<file path="src/rtl/ff_serial_tx.sv">
// ff_serial_tx: LSB-first parallel-to-serial transmitter with valid/ready intake, frame strobe and last-bit pulse.
// Define FF_SERIAL_TX_PARITY_EN to append an even-parity bit to every frame.
module ff_serial_tx #(
    parameter int WIDTH = 4
) (
    input  logic             clk,
    input  logic             rst,
    input  logic [WIDTH-1:0] data_i,
    input  logic             valid_i,
    output logic             ready_o,
    output logic             ser_o,
    output logic             frame_o,
    output logic             done_o
);
`ifdef FF_SERIAL_TX_PARITY_EN
    localparam int FLEN = WIDTH + 1;
    logic [FLEN-1:0] w_frame;
    assign w_frame = {^data_i, data_i};
`else
    localparam int FLEN = WIDTH;
    logic [FLEN-1:0] w_frame;
    assign w_frame = data_i;
`endif
    localparam int CW = $clog2(FLEN + 1);
    typedef enum logic {IDLE, SHIFT} state_t;
    state_t          r_state, w_next;
    logic [CW-1:0]   r_count;
    logic [FLEN-1:0] r_shreg;
    logic            w_last, w_accept;
    assign w_last   = (r_state == SHIFT) && (r_count == CW'(FLEN - 1));
    assign w_accept = valid_i && ready_o;
    always_ff @(posedge clk) begin
        if (rst) begin
            r_state <= IDLE;
            r_count <= '0;
            r_shreg <= '0;
        end else begin
            r_state <= w_next;
            if (w_accept) begin
                r_shreg <= w_frame;
                r_count <= '0;
            end else if (r_state == SHIFT) begin
                r_shreg <= r_shreg >> 1;
                r_count <= r_count + CW'(1);
            end
        end
    end
    // A new word accepted on the last bit keeps SHIFT running with no idle gap
    always_comb begin
        w_next = w_accept ? SHIFT : (w_last ? IDLE : r_state);
    end
    always_comb begin
        ready_o = (r_state == IDLE) || w_last;
        frame_o = (r_state == SHIFT);
        ser_o   = (r_state == SHIFT) && r_shreg[0];
        done_o  = w_last;
    end
endmodule

</file>
<file path="config.mk">
export PLATFORM = sky130hd
export DESIGN_NAME = ff_serial_tx
export DESIGN_NICKNAME = d
export VERILOG_FILES = /design/src/rtl/ff_serial_tx.sv
export SDC_FILE = /design/constraint.sdc
export NUM_CORES = 1
export LEC_CHECK = 0
export CAP_MARGIN = 20
export CORE_AREA = 2 2 39 41
export DETAILED_ROUTE_END_ITERATION = 12
export DIE_AREA = 0 0 41 43
export GPL_TIMING_DRIVEN = 0
export MAX_ROUTING_LAYER = met4
export PLACE_DENSITY = 0.54
export SYNTH_ARGS = -nofsm -noshare
export SYNTH_HDL_FRONTEND = slang
export SYNTH_SLANG_ARGS = --single-unit
</file>
<file path="constraint.sdc">
create_clock -name clk -period 2.2 [get_ports clk]
set_clock_uncertainty 0.15 [all_clocks]
set_input_delay 0.44 -clock clk [delete_from_list [all_inputs] [get_ports clk]]
set_output_delay 0.44 -clock clk [all_outputs]
set_load 0.05 [all_outputs]
</file>
==> results <==
-- worst max path at each step --
| stage | cells past startpoint | end |
|---|---|---|
| final | 4 | done_o |
| after global routing | 4 | done_o |
| after CTS | 5 | ready_o |
| after detailed placement | 5 | ready_o |
| after global placement | 5 | ready_o |
| after floorplan | 2 | done_o |
-- per-layer routing --
layer	wire length, µm	part of all wire [%]
met1	430	51
met2	344	41
met3	60	7.2
met4	0	0
met5	0	0
-- layout by cell type (no fill, tap or decap), drive strengths merged, types with 2 or more instances in the layout --
cell,synthesis,final
clkdlybuf4s50,0,6
buf,2,2
nor2b,3,3
ha,2,2
and2,3,3
clkbuf,1,5
dfxtp,8,8
nor3,4,4
a2111oi,2,2
nor3b,2,2
a211oi,3,3
nor2,6,6
nor4,2,2
inv,2,2
-- power breakdown --
part           total [W]  internal [W]  switching (W)
Clock           0.000119     0.0000628      0.0000558
Combinational  0.0000772     0.0000352      0.0000419
Sequential      0.000160      0.000155     0.00000547
Total           0.000356      0.000253       0.000103
-- worst max-delay path, delay by kind of cell, from the launching register on --
kind	cells	cell delay, ns
adder cells (fa/ha/maj)	2	0.43
buffers and inverters	1	0.32
flip-flops	1	0.32
AND/OR/NAND/NOR	1	0.17
-- logic make-up (layout without fill, tap and decap cells) --
group,count (synthesis),count (layout),synth area share (%)
and+or+nand+nor,21,21,28.5
buffers and inverters,5,17,6.17
DFF,8,8,37.6
xor gates and xnor gates,1,1,2.06
adders and majority gates,2,2,5.88
AOI/OAI and AO/OA,6,6,17.4
muxes,1,1,2.35
-- flip-flops by register name (all words and copies together), names as in the netlist --
| signal | flops |
|---|---|
| frame_o | 1 |
| r_count | 3 |
| r_shreg | 4 |
-- cell type report --
type,instances,area share [%]
Sequential cell,8,29.0
Buffer,3,3.39
Inverter,2,1.36
Tap cell,16,3.62
Timing Repair Buffer,9,15.4
Clock buffer,3,4.07
Multi-Input combinational cell,31,43.2
-- per-stage QoR --
stage / hold WS [ns] / cell area [µm²] / util (%) / setup WS (ns)
after detailed placement: 0.338 / 536 / 38.7 / -0.0861
after CTS: 0.354 / 557 / 40.2 / -0.0934
after global routing: 0.407 / 553 / 40.0 / 0.0197
after global placement: 0.330 / 536 / 38.7 / -0.0752
final: 0.352 / 553 / 40.0 / 0.0933
after floorplan: 0.305 / 425 / - / 0.269
-- what timing repair did --
| action | 4_1_cts | 5_1_grt |
|---|---|---|
| gates cloned | 0 | 0 |
| buffers inserted | 0 | 0 |
| gates resized for setup | 5 | 2 |
| setup endpoints to repair | 3 | 1 |
==> impl_metrics.json <==
{
  "hpwl_um": 617,
  "first_global_vias": 331,
  "initial_utilization_pct": 30.7,
  "die_w_um": 41,
  "r2r-end": "r_count[2]",
  "required_ns": 1.61,
  "die_h_um": 43,
  "ys_seq_elements": 8,
  "synthesis.nets": 53,
  "met2_usage_pct": 14.4,
  "crit_start": "r_count[0]",
  "yosys-top-cells-area": "dfxtp_1 (38%), a2111oi_4 (6.5%), ha_1 (5.9%), a211oi_1 (5.3%), nor2_1 (5.3%)",
  "grt_max_degree": 11,
  "slowest_stage": "dfxtp_1",
  "grt_usage_pct": 12.4,
  "irDropWorstVdd_uv": 346,
  "dieArea_um2": 1760,
  "setup_tns_ns": 0,
  "grt_pass1_wl_um": 1360,
  "start_kind": "flop",
  "gr-total-overflow": 0,
  "clock_sinks": 8,
  "totalWireLength_um": 836,
  "fin_cells": 72,
  "slew_violations": 0,
  "worstHoldStart": "r_shreg[3]",
  "multi_input_area_um2": 239,
  "cp_common_cell": "ha_1",
  "yosysWarningCount": 0,
  "fillers": 148,
  "synth_edf_count": 0,
  "cpPeakStageDelay_ns": 0.32,
  "syn_area_um2": 425,
  "cts_hold_buffers": 0,
  "cts_tree": "done",
  "setup_viol": 0,
  "async_flop_share_pct": 0,
  "ctsHtreeMaxLevel": 1,
  "diodes": 0,
  "min_to": "r_shreg[3]",
  "vias_per_cell": 4.74,
  "drc_errors": 0,
  "power_density_nw_per_um2": 644,
  "timing.fmax_ghz": 0.475,
  "p_leak_nw": 0.209,
  "synth_ff_type": "dfxtp_1",
  "layout-drive-gt1-share_pct": 21.4,
  "insertion_delay_ns": 0.26,
  "io_pins": 11,
  "wire_per_inst_um": 11.6,
  "status": "finished, final reports clean",
  "ys_seq_area_share_pct": 37.6,
  "hold_violations": 0,
  "post-route-min-period_ns": 2.11,
  "vias": 341,
  "numPortBuffers": 9,
  "worstHoldPathCells": 2,
  "cp-end-kind": "primary output",
  "crit_chain": "ha_1, ha_1, and2_1, clkdlybuf4s15_2",
  "use_met1_pct": 16.2,
  "clk_pin_slew_ns": 0.06,
  "ys_top_cells_by_count": "dfxtp_1 (8), nor2_1 (6), nor3_1 (4), a211oi_1 (3)",
  "nets": 67,
  "worst_pin_slew_ns": 0.486,
  "busiest_layer": "met1",
  "placedCellCount": 69,
  "rows": 14,
  "antenna_found_initial": 0,
  "crit_arrival_ns": 1.52,
  "yosysUniqueCellTypes": 21,
  "clockBufferDepth": 2,
  "drtIter0Drc": 6,
  "yosysMostFrequentCell": "dfxtp_1",
  "grt_util_met3_pct": 7.85,
  "relSlewSlack_pct": 67.5,
  "fp.coreArea_um2": 1380,
  "synth_area_per_cell_um2": 9.67,
  "clockRootBuffer": "clkbuf_4",
  "place_congestion": 0.736,
  "syn_inst": 44,
  "syn_to_final_growth_pct": 30.0,
  "final-seq-area_um2": 160,
  "ff2ff_path_depth": 6,
  "drv_cap": 0,
  "r2r_setup_slack_ns": 0.52,
  "fin_crit_sh_pct": 95.8,
  "worstPathMaxFanout": 3,
  "yosysTopAreaCellShare_pct": 37.6,
  "cts_buffers": 3,
  "crit_type": "flop to primary output",
  "rr_startpoint": "r_count[0]",
  "first_pass_iters": 3,
  "power.total_w": 0.000356,
  "rsz0062_at_grt": "no",
  "yosys.area.top_type": "dfxtp_1",
  "hold_class": "flop to flop",
  "postRouteAntennaNets": 0
}
(Power assumes the default switching activity.)
==> RTL edit, RTL diff (config.mk and constraints unchanged) <==
Add a define of `FF_SERIAL_TX_PARITY_EN`.
--- a/src/rtl/ff_serial_tx.sv
+++ b/src/rtl/ff_serial_tx.sv
@@ -1,5 +1,7 @@
 // ff_serial_tx: LSB-first parallel-to-serial transmitter with valid/ready intake, frame strobe and last-bit pulse.
 // Define FF_SERIAL_TX_PARITY_EN to append an even-parity bit to every frame.
+`define FF_SERIAL_TX_PARITY_EN
+
 module ff_serial_tx #(
     parameter int WIDTH = 4
 ) (
Formal check against the unedited RTL: not equivalent (a bounded check fails within 10 cycles, from zero or initial values and one cycle with rst high).
==> RTL edit against the unedited design <==
  * Setup slack gained 0.034 ns
  * Count of clock-buffer cells in the layout grew 1
  * Largest power group unchanged
  * Sequential power grew 12%
  * Register-to-register slack gained 0.12 ns
  * Routed wire length grew 19%
  * Synthesized area grew 18%
  * Power grew 10%
  * Core utilization grew 5.5 points
  * Design area grew 14%
  * Sequential cell count grew 1
==> RTL edit: results (changes against the unedited design) <==
result of the run completed (unchanged); multi-input logic portion of the cell area 0.4533 (was 0.4321); routed via count divided by cell count 4.931 (was 4.736); clock share of power 0.337 (was 0.333); invs w/o clock 4 (was 2); Placed Instances 83 (was 69); total routed wirelength 996 um (was 836 um); wire length of the first global-routing pass 1704 um (was 1359 um); fraction of area in non-clock buffers 0.1590 (was 0.1878); instance area after placement 603.1 um^2 (was 535.5 um^2); flop-to-flop setup slack 0.64 ns (was 0.52 ns); number of DRC violations after detailed-routing iteration 0 8 (was 6); pin slew with the least headroom to its limit 0.5025 ns (was 0.4863 ns); flip-flop count of the largest register, all copies and words added 5 (was 4); fraction of layout instances using a drive strength above 1 0.1690 (was 0.2143); top post-synthesis cells by count nor2_1, dfxtp_1, nand2_1 (was dfxtp_1, nor2_1, nor3_1); Final Instance Count excl. Fillers 87 (was 72); sequential share of the synthesized area 0.3582 (was 0.3765); met2 wirelength from detailed routing 456 um (was 344 um); net total in the final layout 81 (was 67); number of buffer cells added on primary ports 8 (was 9); Post-Place Worst Slack -0.03265 ns (was -0.08611 ns); Signal buffers 11 (was 12); dominant cells by area after synthesis dfxtp_1, nor2_1, mux2i_1 (was dfxtp_1, a2111oi_4, ha_1); worst IR drop on VDD 358.1 uV (was 345.6 uV); Multi-Input Combinational 43 (was 31); highest metal layer with signal wires met4 (was met3); clock tree sinks 9 (was 8); combined global-route utilization of all metal layers 0.1494 (was 0.1238); library cells used by synthesis 24 (was 21); Net Count, Synth 68 (was 53); number of global-route vias before repair 405 (was 331); post-synthesis compound-gate area fraction 0.2040 (was 0.1735); overall power after layout 0.0003933 W (was 0.0003561 W); hold slack 0.3333 ns (was 0.3521 ns); Min-Delay Path Class in -> reg (was reg -> reg); Arrival @ worst endpoint 1.48 ns (was 1.52 ns)
## RTL edit: cell types whose count changed in the layout (fill, tap and decap cells not counted), sizes merged, moves of 2 or more
cell           change
a21oi              +3
a211oi             -2
mux2i              +2
nor3               -2
clkdlybuf4s50      -2
nor4               -2
a221oi             +3
nand2              +4
and2               -2
inv                +2
nor2b              -3
nor3b              -2
nor2               +7
## RTL edit: cells by family (layout without fill, tap and decap cells)
group                    Yosys count  in the layout
AO/OA/AOI/OAI                     12             12
XOR/XNOR                           3              3
adder cells (fa/ha/maj)            2              2
buffers and inverters              7             19
flip-flops                         9              9
multiplexers                       4              4
AND/OR/NAND/NOR                   22             22
## RTL edit: final timing paths
check / start / to / cells after the start
max: frame_o / done_o / 3
min: valid_i / frame_o / 3
max reg2reg: r_count[0] / r_shreg[0] / 6
min reg2reg: r_shreg[2] / r_shreg[1] / 2
